### config.mk
export PLATFORM = sky130hd
export DESIGN_NAME = dm_store_buffer
export DESIGN_NICKNAME = d
export VERILOG_FILES = /design/src/rtl/dm_store_buffer.sv
export SDC_FILE = /design/constraint.sdc
export NUM_CORES = 1
export LEC_CHECK = 0
export BUFFER_PORTS_ARGS = -buffer_cell sky130_fd_sc_hd__buf_2
export CORE_ASPECT_RATIO = 2
export CORE_UTILIZATION = 40
export CTS_CLUSTER_SIZE = 16
export DETAILED_ROUTE_END_ITERATION = 8
export GPL_ROUTABILITY_DRIVEN = 0
export SLEW_MARGIN = 30
export SYNTH_ARGS = -nofsm -noshare
export SYNTH_HDL_FRONTEND = slang
export SYNTH_SLANG_ARGS = --single-unit
### constraint.sdc
create_clock -name clk -period 4.38 [get_ports clk]
set_clock_uncertainty 0.15 [all_clocks]
set_input_delay 0.876 -clock clk [delete_from_list [all_inputs] [get_ports clk]]
set_output_delay 0.876 -clock clk [all_outputs]
set_load 0.1 [all_outputs]
### src/rtl/dm_store_buffer.sv
// Posted-store buffer between the CPU data port and a req/gnt/rvalid data memory.
// Stores post into a FIFO and drain in the background; loads forward bytes from buffered stores.
module dm_store_buffer #(
  parameter int unsigned DEPTH     = 4,
  parameter int unsigned ADDR_BITS = 32,
  parameter int unsigned DATA_BITS = 32,
  parameter int unsigned WEB_BITS  = 4
) (
  input  logic                         clk,
  input  logic                         rst,
  input  logic                         cpu_rd_i,
  input  logic [WEB_BITS-1:0]          cpu_web_i,
  input  logic [ADDR_BITS-1:0]         cpu_addr_i,
  input  logic [DATA_BITS-1:0]         cpu_wdata_i,
  output logic [DATA_BITS-1:0]         cpu_rdata_o,
  output logic                         stall_o,
  output logic                         mem_req_o,
  output logic                         mem_we_o,
  output logic [WEB_BITS-1:0]          mem_web_o,
  output logic [ADDR_BITS-1:0]         mem_addr_o,
  output logic [DATA_BITS-1:0]         mem_wdata_o,
  input  logic                         mem_gnt_i,
  input  logic                         mem_rvalid_i,
  input  logic [DATA_BITS-1:0]         mem_rdata_i,
  output logic                         sb_empty_o,
  output logic [$clog2(DEPTH+1)-1:0]   sb_count_o
);

  localparam int unsigned PTR_W  = $clog2(DEPTH);
  localparam int unsigned CNT_W  = $clog2(DEPTH + 1);
  localparam int unsigned WA_W   = ADDR_BITS - 2;
  localparam int unsigned BYTE_W = DATA_BITS / WEB_BITS;

  typedef enum logic [1:0] {IDLE, LD_REQ, LD_WAIT, LD_DONE} state_e;

  state_e               state_q;
  logic [WA_W-1:0]      ent_addr_q [DEPTH];
  logic [WEB_BITS-1:0]  ent_mask_q [DEPTH];
  logic [DATA_BITS-1:0] ent_data_q [DEPTH];
  logic [PTR_W-1:0]     wr_ptr_q, rd_ptr_q;
  logic [CNT_W-1:0]     count_q;
  logic [WA_W-1:0]      ld_addr_q;
  logic [WEB_BITS-1:0]  fwd_mask_q;
  logic [DATA_BITS-1:0] fwd_data_q, merge_q;

  logic [WA_W-1:0]      cpu_waddr;
  logic                 is_store, full, drain_c, pop_c, push_c, full_hit;
  logic [WEB_BITS-1:0]  fwd_mask;
  logic [DATA_BITS-1:0] fwd_data, merge_d;
  logic                 unused_addr_lsb;

  assign cpu_waddr       = cpu_addr_i[ADDR_BITS-1:2];
  assign unused_addr_lsb = ^cpu_addr_i[1:0];
  assign is_store        = ~&cpu_web_i;
  assign full            = (count_q == CNT_W'(DEPTH));
  assign drain_c         = (state_q == IDLE) && !cpu_rd_i && (count_q != '0);
  assign pop_c           = drain_c && mem_gnt_i;
  assign push_c          = (state_q == IDLE) && !cpu_rd_i && is_store && (!full || pop_c);
  assign full_hit        = &fwd_mask;
  assign sb_count_o      = count_q;
  assign sb_empty_o      = (count_q == '0);

  // Walk oldest to youngest so the youngest matching store owns each byte.
  always_comb begin
    logic [PTR_W-1:0] idx;
    fwd_mask = '0;
    fwd_data = '0;
    idx      = '0;
    for (int i = 0; i < DEPTH; i++) begin
      idx = rd_ptr_q + PTR_W'(i);
      if (CNT_W'(i) < count_q && ent_addr_q[idx] == cpu_waddr) begin
        for (int b = 0; b < WEB_BITS; b++) begin
          if (ent_mask_q[idx][b]) begin
            fwd_mask[b]                 = 1'b1;
            fwd_data[b*BYTE_W +: BYTE_W] = ent_data_q[idx][b*BYTE_W +: BYTE_W];
          end
        end
      end
    end
  end

  always_comb begin
    merge_d = '0;
    for (int b = 0; b < WEB_BITS; b++) begin
      merge_d[b*BYTE_W +: BYTE_W] = fwd_mask_q[b] ? fwd_data_q[b*BYTE_W +: BYTE_W]
                                                  : mem_rdata_i[b*BYTE_W +: BYTE_W];
    end
  end

  // CPU and memory side outputs decoded from the current state.
  always_comb begin
    stall_o     = 1'b0;
    cpu_rdata_o = '0;
    mem_req_o   = 1'b0;
    mem_we_o    = 1'b0;
    mem_web_o   = '1;
    mem_addr_o  = '0;
    mem_wdata_o = '0;
    case (state_q)
      IDLE: begin
        if (cpu_rd_i) begin
          if (full_hit) cpu_rdata_o = fwd_data;
          else          stall_o     = 1'b1;
        end else begin
          if (is_store && !push_c) stall_o = 1'b1;
          if (count_q != '0) begin
            mem_req_o   = 1'b1;
            mem_we_o    = 1'b1;
            mem_web_o   = ~ent_mask_q[rd_ptr_q];
            mem_addr_o  = {ent_addr_q[rd_ptr_q], 2'b00};
            mem_wdata_o = ent_data_q[rd_ptr_q];
          end
        end
      end
      LD_REQ: begin
        stall_o    = 1'b1;
        mem_req_o  = 1'b1;
        mem_addr_o = {ld_addr_q, 2'b00};
      end
      LD_WAIT: stall_o = 1'b1;
      LD_DONE: cpu_rdata_o = merge_q;
      default: ;
    endcase
  end

  always_ff @(posedge clk) begin
    if (rst) begin
      state_q    <= IDLE;
      wr_ptr_q   <= '0;
      rd_ptr_q   <= '0;
      count_q    <= '0;
      ld_addr_q  <= '0;
      fwd_mask_q <= '0;
      fwd_data_q <= '0;
      merge_q    <= '0;
    end else begin
      if (push_c) begin
        ent_addr_q[wr_ptr_q] <= cpu_waddr;
        ent_mask_q[wr_ptr_q] <= ~cpu_web_i;
        ent_data_q[wr_ptr_q] <= cpu_wdata_i;
        wr_ptr_q             <= wr_ptr_q + PTR_W'(1);
      end
      if (pop_c) rd_ptr_q <= rd_ptr_q + PTR_W'(1);
      count_q <= count_q + CNT_W'(push_c) - CNT_W'(pop_c);

      case (state_q)
        IDLE: begin
          if (cpu_rd_i && !full_hit) begin
            ld_addr_q  <= cpu_waddr;
            fwd_mask_q <= fwd_mask;
            fwd_data_q <= fwd_data;
            state_q    <= LD_REQ;
          end
        end
        LD_REQ:  if (mem_gnt_i) state_q <= LD_WAIT;
        LD_WAIT: begin
          if (mem_rvalid_i) begin
            merge_q <= merge_d;
            state_q <= LD_DONE;
          end
        end
        LD_DONE: state_q <= IDLE;
        default: state_q <= IDLE;
      endcase
    end
  end

endmodule

# == Word-level counts from Yosys, hierarchy flattened ==
# Memories as Yosys holds them, arrays and structs flattened. A register that Yosys moved wholly into a read port is not among the register bits.
# Cells that the tools add are included.
# totals
reg_bits,107
latchBits,0
mem_bits_rw,264
rom_bits,0
mem_count,3
in_bits,105
word_cells,137
# mem_list
memory,words,width,rd,rd_clocked_by_memory_dff,write_ports,line,text
ent_data_q,4,32,4,1,1,39,logic [DATA_BITS-1:0] ent_data_q [DEPTH];
ent_addr_q,4,30,4,1,1,37,logic [WA_W-1:0] ent_addr_q [DEPTH];
ent_mask_q,4,4,4,1,1,38,logic [WEB_BITS-1:0] ent_mask_q [DEPTH];
# classes
div_mod_pow,0
muxes,77
eq_ne,11
add_sub_neg,6
n_shift,0
n_reduce_logical,26
n_lt_le_gt_ge,4
multipliers,0
bitwise,2
# op_table
op,count
$mux W32,11
$mux W8,20
$pmux W32 S2,2
$eq A30 B30 Y1,4
$mux W4,7
$mux W1,25
$mux W2,9
$logic_and A1 B1 Y1,11
$not A4 Y4,2
$pmux W2 S4,1
$reduce_and A4 Y1,2
$lt A1 B3 Y1 const A,2
$lt A2 B3 Y1 const A,2
$logic_not A1 Y1,5
$add A2 B1 Y2 const B,2
$add A2 B2 Y2 const B,2
$eq A2 B2 Y1 const B,2
$ne A2 B2 Y1 const B,2
$pmux W1 S2,2
$reduce_and A2 Y1,2
$add A3 B1 Y3,1
$eq A3 B3 Y1 const B,1
$logic_not A3 Y1,1
$reduce_and A3 Y1,1
other kinds (7),7

# == Depth between registers and ports, before layout ==
# Gate-level depths: netlist of run 1.
# logic_depth
ltp_word,14
depth_mapped,17
ltp_nobuf,15

# == Worst setup path after synthesis of run 1 ==
# OpenSTA, ideal clock, no wires.
# synth_path
path_type,reg2out
startpoint,"reg count_q[1], in the netlist sb_count_o[1]"
endpoint,out stall_o
path_slack_ns,-2.087
arrival_time_ns,5.441
path_stages_with_launch,8
path_cell_list,dfxtp_1 nor3_1 or3_1 clkbuf_1 clkinv_1 nand2_1 a41oi_1 a21oi_1
# synth_between
elab_chain_len,13
elab_cells_between_ends,38
cone_classes,4 x order compare; 1 x eq/ne; 20 x mux; 13 x reduce/logical
# synth_rtl
item,line,text
start: declaration,41,logic [CNT_W-1:0] count_q;
start signal: assignment,144,count_q <= count_q + CNT_W'(push_c) - CNT_W'(pop_c);
$lt A1 B3 Y1,71,if (CNT_W'(i) < count_q && ent_addr_q[idx] == cpu_waddr) begin
$logic_and A1 B1 Y1,71,
$mux W4,71,
$mux W1,73,if (ent_mask_q[idx][b]) begin
$mux W4,71,
$mux W1,73,
$mux W4,71,
$mux W1,73,
$mux W4,71,
$reduce_and A4 Y1,59,assign full_hit = &fwd_mask;
$mux W1,102,if (full_hit) cpu_rdata_o = fwd_data;
$mux W1 (*),101,if (cpu_rd_i) begin
$pmux W1 S2 (*),99,case (state_q)
end: declaration,16,"output logic stall_o,"
# Mark *: on every way between the ends. The rest lies on a longest branch, timed or not.

# == Worst setup path in the final report of run 1 ==
# layout_path
startpoint,reg rd_ptr_q[0]
endpoint,out cpu_rdata_o[26]
# layout_between
elab_chain_len,13
elab_cells_between_ends,37
cone_classes,3 x add/sub; 3 x eq/ne; 24 x mux; 4 x reduce/logical; 3 x memory
# layout_rtl
item,line,text
start: declaration,40,"logic [PTR_W-1:0] wr_ptr_q, rd_ptr_q;"
start signal: assignment,143,if (pop_c) rd_ptr_q <= rd_ptr_q + PTR_W'(1);
$add A2 B1 Y2,70,idx = rd_ptr_q + PTR_W'(i);
$mem_v2 Z4 W30,--,
$eq A30 B30 Y1,71,
$logic_and A1 B1 Y1,71,
$mux W4,71,
$mux W1,73,
$mux W4,71,
$mux W1,73,
$mux W4,71,
$reduce_and A4 Y1,59,
$mux W32 (*),102,
$mux W32 (*),101,
$pmux W32 S2 (*),99,
end: declaration,15,"output logic [DATA_BITS-1:0] cpu_rdata_o,"
# Marks and branches as above.

==> metrics.md, run 1 <==
| Metric | Value |
|---|---|
| First-pass GRT wire length | `roughly 120 mm` |
| Failing checks | `setup timing` |
| Mapped Cells | `about 2.0k` |
| Status | `finished, violations left` |
| Drt first pass iters | `7` |
| Peak VDD IR | `about 0.35 mV` |
| Critical Path AT | `~4.5 ns` |
| RR Endpoint | `fwd_data_q[28]` |
| DR iter-0 viols | `1642` |
| Crit path max-delay family | `buffers and inverters` |
| Core Util, Final | `0.552` |
| Die area | `around 57000 um2` |
| Die Y | `338 um` |
| Buffers on Ports | `between 200 and 250` |
| Post-route setup slack | `-1.18 ns` |
| Total power | `roughly 14 mW` |
| Least-Margin Pin Slew | `about 1 ns` |
| Bufs on Longest Clock Path | `3` |
| Kind of critical path | `register to primary output` |
| Root Buffer Master | `clkbuf_16` |
| Layout area overhead | `35.8%` |
| Layout cell share with drive strength beyond 1 | `0.427` |
| Worst Hold Endpoint | `ld_addr_q[21]` |
| Worst Path Buf+Inv | `10` |
| Rows | `between 100 and 150` |
| CTS tree | `yes` |
| Slowest cell on crit path | `dfxtp_4` |
| CTS buffer count | `37` |
| Mapped cell area | `22600 um2` |
| Vias per cell | `around 6.1` |
| Yosys reg bits | `between 300 and 400` |
| F_max | `~180 MHz` |
| Vias in the first global route | `slightly above 20k` |
| Mapped Avg Cell Area | `about 12 um2` |
| Post-Route WL | `around 84 mm` |
| RSZ-0062 raised after global routing | `true` |
| Die width | `170 um` |
| Critical Path Fanout Max | `7` |
| Hold Crit Class | `register to register` |
| Clk slew on worst S/H paths | `roughly 0.070 ns` |
| YS warnings | `0` |
| Ports | `212` |
| GRT Resource Usage Total | `0.295` |
| Max Cap Viol | `0` |
| Clk_lat worst skew | `roughly 0.57 ns` |
| Post-synth top flop | `edfxtp_1` |
| ANT nets after route | `0` |
| Initial antenna violation count | `12` |
| Final Slew Violations | `0` |
| Final Hold Fails | `0` |
| EDFF count, synth | `~260` |
| Hold depth | `2` |
| Tcrit/Tclk final | `1.27` |
| Vias | `roughly 20k` |
| Number of H-tree levels | `2` |
| Pre-CTS setup slack | `-1.04 ns` |
| Asr flop ratio synth | `0` |
| Reg-to-reg slack, setup | `-0.50 ns` |
| Post-route minimum period | `approximately 5.6 ns` |
| Initial core utilization | `0.407` |
| Nets@finish | `between 2k and 3k` |
| Sequential-to-total area share from yosys stat | `0.447` |
| RR Startpoint | `rd_ptr_q[0]` |
| Hold Buf Count CTS | `0` |
| Power Dens Cells | `approximately 460 nW/um2` |
| Critical Path Max Stage Delay | `approximately 0.4 ns` |
| Post-synth cell types | `77` |
| Core Area | `about 56000 um2` |
| Post-Place Cells | `~3.1k` |
| Reg2Reg Depth | `20` |
| Non-filler cells, final | `3239` |
| Kind of start point of the critical path | `register` |
| Relative slew slack | `0.317` |
| Leakage power | `about 11 nW` |
| Total global routing overflow | `0` |
| DRC violations left | `0` |
| CP cell instances | `buf_6 > buf_12 > buf_12 > buf_12 > mux2i_1 > xor2_1 > buf_4 > nor4bb_4 > buf_4 > nand3_4 > a2111oi_4 > buf_4 > buf_4 > nand4_1 > o211ai_4 > buf_6 > and4_4 > nand2b_4 > o21ai_4 > buf_12` |
| # setup viols final | `95` |
| Hold Startpoint | `ld_addr_q[21]` |
| HPWL after DPL | `60.4 mm` |
| CTS sink cnt | `roughly 370` |
| CP required | `~3.4 ns` |
| Largest net degree at the start of global routing | `73` |
| WL per Instance | `roughly 26 um` |
| Crit. End Element | `primary output` |
Yosys cell counts, types with 37 or more instances:
| master | instances | area (um2) |
|---|---|---|
| a211oi_1 | 42 | 315 |
| nor2_1 | 134 | 503 |
| dfxtp_1 | 109 | 2180 |
| edfxtp_1 | 264 | 7930 |
| a22o_1 | 51 | 447 |
| mux2i_1 | 168 | 1680 |
| mux2_2 | 53 | 597 |
| a21oi_1 | 116 | 581 |
| and2_1 | 37 | 231 |
| nand2_1 | 58 | 218 |
| o21ai_1 | 62 | 310 |
| nand3_1 | 115 | 576 |
| mux4_2 | 124 | 2790 |
| xnor2_1 | 88 | 771 |
| clkbuf_1 | 100 | 375 |
final cells by class:
class / instances / area, um2
clock buffers: 50 / 1070
multi-input cells: 1371 / 12800
fillers: 4707 / 24900
well taps: 744 / 931
diodes: 5 / 12.5
inverters: 36 / 135
flip-flops and latches: 373 / 10100
clock inverters: 18 / 199
repair buffers: 642 / 5390
where the power goes:
| part | internal [mW] | switching, mW |
|---|---|---|
| registers | 4.16 | 0.274 |
| logic | 2.23 | 4.03 |
| clock network | 1.96 | 1.46 |
what timing repair did:
action | in CTS | in global routing
endpoints found under the hold margin | 0 | 0
endpoints found under the setup margin | 97 | 99
gates resized for setup | 125 | 56
cloned | 3 | 1
setup buffers | 44 | 12
pin swaps | 36 | 25
sequential cells by signal, indices dropped and copies added (netlist names), named ones only:
register / cells
fwd_data_q: 32
wr_ptr_q: 2
ent_data_q: 128
sb_count_o: 3
fwd_mask_q: 4
ent_mask_q: 16
state_q: 2
rd_ptr_q: 2
ent_addr_q: 120
merge_q: 32
ld_addr_q: 30
kinds of logic after synthesis:
kind of cell,after synthesis,share of synthesized area
buffers and inverters,212,0.0423
flip-flops,373,0.447
multiplexers,351,0.227
AO/OA/AOI/OAI,454,0.137
XOR/XNOR,102,0.0395
adder cells (fa/ha/maj),14,0.00809
AND/OR/NAND/NOR,448,0.0983
other,1,0.000166
layer usage:
metal  track usage  up-vias  share of wire
met5             0        -        0.00062
met4         0.233        8          0.088
met3        0.0528      330          0.061
met2         0.542      848           0.52
met1         0.287     9767           0.33
li1              -     8643              -
worst reg2reg max path: cells and delay by family (launching register included):
family	cells	cell delay, ns
xor+xnor	1	0.20
buf+inv	10	1.98
flops	1	0.40
simple gates	5	0.93
compound gates	3	0.87
mux	1	0.21
metrics by stage:
stage               setup TNS (ns)  area (um2)  hold WS (ns)
floorplan                   -10.83       23100         0.304
global placement            -51.41       27900         0.312
detailed placement          -52.09       27900         0.321
CTS                         -43.73       30300         0.330
global route                -65.24       30700         0.346
finish                      -54.31       30700         0.329
layout by cell type (no fill, tap or decap), types with 55 or more instances in the layout:
master      n
nand2_1    55
o21ai_1    57
nor2_1    132
nand3_1   112
dfxtp_1   102
xnor2_1    71
mux2i_1   151
buf_4     380
buf_12     64
buf_2     170
mux4_2    124
a21oi_1   111
edfxtp_1  264
how the worst max path moves through the flow:
| stage | from | to | depth (start not counted) | slack (ns) |
|---|---|---|---|---|
| 5_1_grt | rd_ptr_q[0] | cpu_rdata_o[5] | 17 | -1.30 |
| 2_1_floorplan | rd_ptr_q[0] | cpu_rdata_o[25] | 15 | -0.45 |
| 3_3_place_gp | cpu_addr_i[26] | cpu_rdata_o[16] | 12 | -1.08 |
| 6_report | rd_ptr_q[0] | cpu_rdata_o[26] | 20 | -1.18 |
| 3_5_place_dp | cpu_addr_i[26] | cpu_rdata_o[17] | 12 | -1.04 |
| 4_1_cts | rd_ptr_q[0] | cpu_rdata_o[26] | 16 | -1.12 |
No activity file was read; power rests on OpenSTA's default activity.
==> inputs of run 2 (changes only) <==
Settings changed: MAX_ROUTING_LAYER from default to met4.
==> run 2 against run 1 <==
The run still ends with setup timing left. Clock power barely moved. Cell area barely moved. Sequential share of layout area barely moved. Worst hold slack barely moved. Setup slack got worse by 0.031 ns. Global-route usage rose by 0.88 points. Critical path type unchanged. Critical endpoint unchanged.
==> metrics.md, run 2 (synthesis results as in run 1) <==
| Metric | Value |
|---|---|
| HPWL after DPL | `60.4 mm (unchanged)` |
| Total power | `14.1 mW (about the same)` |
| Die area | `57500 um2 (unchanged)` |
| Reg-to-reg slack, setup | `-0.51 ns (was -0.50 ns)` |
| Least-Margin Pin Slew | `1.00 ns (was 1.03 ns)` |
| Commonest non-fill, non-tap cell in the layout | `buf_4 (unchanged)` |
| Nets@finish | `2583 (was 2580)` |
| Largest net degree at the start of global routing | `73 (unchanged)` |
| First-pass GRT wire length | `125 mm (about the same)` |
| Hold Crit Class | `register to register (unchanged)` |
| Fin Setup TNS | `-56.49 ns (was -54.31 ns)` |
| Vias per cell | `6.04 (was 6.05)` |
| Commonest non-fill, non-tap cells in the layout | `buf_4, edfxtp_1, buf_2 (unchanged)` |
| Vias | `19.6k (about the same)` |
| Bufs on Longest Clock Path | `3 (unchanged)` |
| Initial antenna violation count | `12 (unchanged)` |
| Post-route minimum period | `5.59 ns (was 5.56 ns)` |
| Root Buffer Master | `clkbuf_16 (unchanged)` |
| DR iter-0 viols | `1594 (was 1642)` |
| Critical Path AT | `4.56 ns (was 4.53 ns)` |
| Clk slew on worst S/H paths | `0.07 ns (about the same)` |
| Hold Buf Count CTS | `0 (unchanged)` |
| Crit. End Element | `primary output (unchanged)` |
| CTS buffer count | `37 (unchanged)` |
| Die Y | `338 um (unchanged)` |
| Critical Path Fanout Max | `7 (unchanged)` |
| Tcrit/Tclk final | `1.28 (was 1.27)` |
| Max Cap Viol | `0 (unchanged)` |
| Cell mode on critical path | `buf_12` |
| DRC violations left | `0 (unchanged)` |
| Top flop regs | `ent_data_q: 128 flops, ent_addr_q: 120 flops (unchanged)` |
| CTS sink cnt | `373 (unchanged)` |
| CP required | `3.35 ns (about the same)` |
| Post-Route WL | `84.5 mm (was 84.3 mm)` |
| Power Dens Cells | `460 nW/um2 (about the same)` |
| Top reg by flops | `ent_data_q (unchanged)` |
| Kind of start point of the critical path | `register (unchanged)` |
| Final hold slack | `0.329 ns (about the same)` |
| Ports | `212 (unchanged)` |
| Kind of critical path | `register to primary output (unchanged)` |
| F_max | `179 MHz (was 180 MHz)` |
| CP cell instances | `buf_6 > buf_12 > buf_12 > buf_8 > buf_4 > mux4_2 > o2bb2ai_1 > a2111oi_4 > nand4_1 > nor4_4 > buf_12 > a32oi_4 > o211ai_4 > buf_6 > and4_4 > nand2b_4 > o21ai_4 > buf_12 (was buf_6 > buf_12 > buf_12 > buf_12 > mux2i_1 > xor2_1 > buf_4 > nor4bb_4 > buf_4 > nand3_4 > a2111oi_4 > buf_4 > buf_4 > nand4_1 > o211ai_4 > buf_6 > and4_4 > nand2b_4 > o21ai_4 > buf_12)` |
| CTS tree | `yes (unchanged)` |
| Final Slew Violations | `0 (unchanged)` |
| Die width | `170 um (unchanged)` |
| Post-route setup slack | `-1.21 ns (was -1.18 ns)` |
| Relative slew slack | `0.330 (was 0.317)` |
| WL per Instance | `26.0 um (about the same)` |
| Rows | `122 (unchanged)` |
| Leakage power | `11.0 nW (about the same)` |
| Layout area overhead | `35.9% (was 35.8%)` |
| ANT nets after route | `0 (unchanged)` |
| Drt first pass iters | `6 (was 7)` |
| Failing checks | `setup timing (unchanged)` |
| Buffers on Ports | `207 (unchanged)` |
| Core Area | `55600 um2 (unchanged)` |
| # setup viols final | `95 (unchanged)` |
| Status | `finished, violations left (unchanged)` |
| GRT Resource Usage Total | `0.304 (was 0.295)` |
| Critical Path Max Stage Delay | `0.51 ns (was 0.40 ns)` |
| Initial core utilization | `0.407 (unchanged)` |
| Final Hold Fails | `0 (unchanged)` |
| Slowest cell on crit path | `mux4_2 (was dfxtp_4)` |
| Clk_lat worst skew | `0.57 ns (about the same)` |
| RSZ-0062 raised after global routing | `true (unchanged)` |
| Layout cell share with drive strength beyond 1 | `0.427 (about the same)` |
| Number of H-tree levels | `2 (unchanged)` |
| Total global routing overflow | `0 (unchanged)` |
| Peak VDD IR | `0.345 mV (was 0.349 mV)` |
| Vias in the first global route | `20.5k (was 20.4k)` |
| Max reg flops | `128 (unchanged)` |
run 2: cell types whose count changed in the layout (fill, tap and decap cells not counted), sizes merged:
cell	previous run	this run
diode	5	10
buf	641	644
run 2: area by class of cell:
| type | instances | area, um2 |
|---|---|---|
| diodes | 10 | 25.0 |
| clock buffers | 50 | 1070 |
| clock inverters | 18 | 199 |
| fillers | 4710 | 24900 |
| inverters | 36 | 135 |
| multi-input cells | 1371 | 12800 |
| flip-flops and latches | 373 | 10100 |
| well taps | 744 | 931 |
| repair buffers | 645 | 5400 |
run 2: through the flow:
stage	cell area, um2	util	instances	worst slack, ns
after global placement	27900	0.501	3115	-1.08
final	30700	0.552	3247	-1.21
after floorplan	23100	-	1956	-0.453
after detailed placement	27900	0.501	3115	-1.04
after global routing	30700	0.552	3246	-1.30
after CTS	30300	0.545	3228	-1.12
run 2: layer usage:
metal  track usage  wire, um  vias up
li1              -         -     8659
met1         0.287     27700     9758
met2         0.542     44700      873
met3        0.0517      5190      338
met4         0.233      6840        0
met5             -         0        -
run 2: report_power, final:
| group | switching, mW | internal (mW) |
|---|---|---|
| combinational | 4.03 | 2.22 |
| clock | 1.46 | 1.96 |
| sequential | 0.274 | 4.16 |
| total | 5.76 | 8.35 |
run 2: final timing paths:
path	from	endpoint	depth (start not counted)
setup / recovery	rd_ptr_q[0]	cpu_rdata_o[26]	18
hold / removal	ld_addr_q[21]	ld_addr_q[21]	2
hold reg to reg	ld_addr_q[21]	ld_addr_q[21]	2
setup reg to reg	rd_ptr_q[0]	fwd_data_q[25]	18
run 2: repair_timing:
action	4_1_cts	5_1_grt
buffers inserted	44	16
gates resized for setup	125	56
pin swaps	36	26
setup endpoints to repair	97	99
cloned	3	1
run 2: critical path: cells and delay by family, from the launching register on:
family                 cells  cell delay (ns)
and+or+nand+nor            4             0.95
AOI/OAI and AO/OA          5             1.01
buffers and inverters      8             1.10
muxes                      1             0.51
DFF                        1             0.40
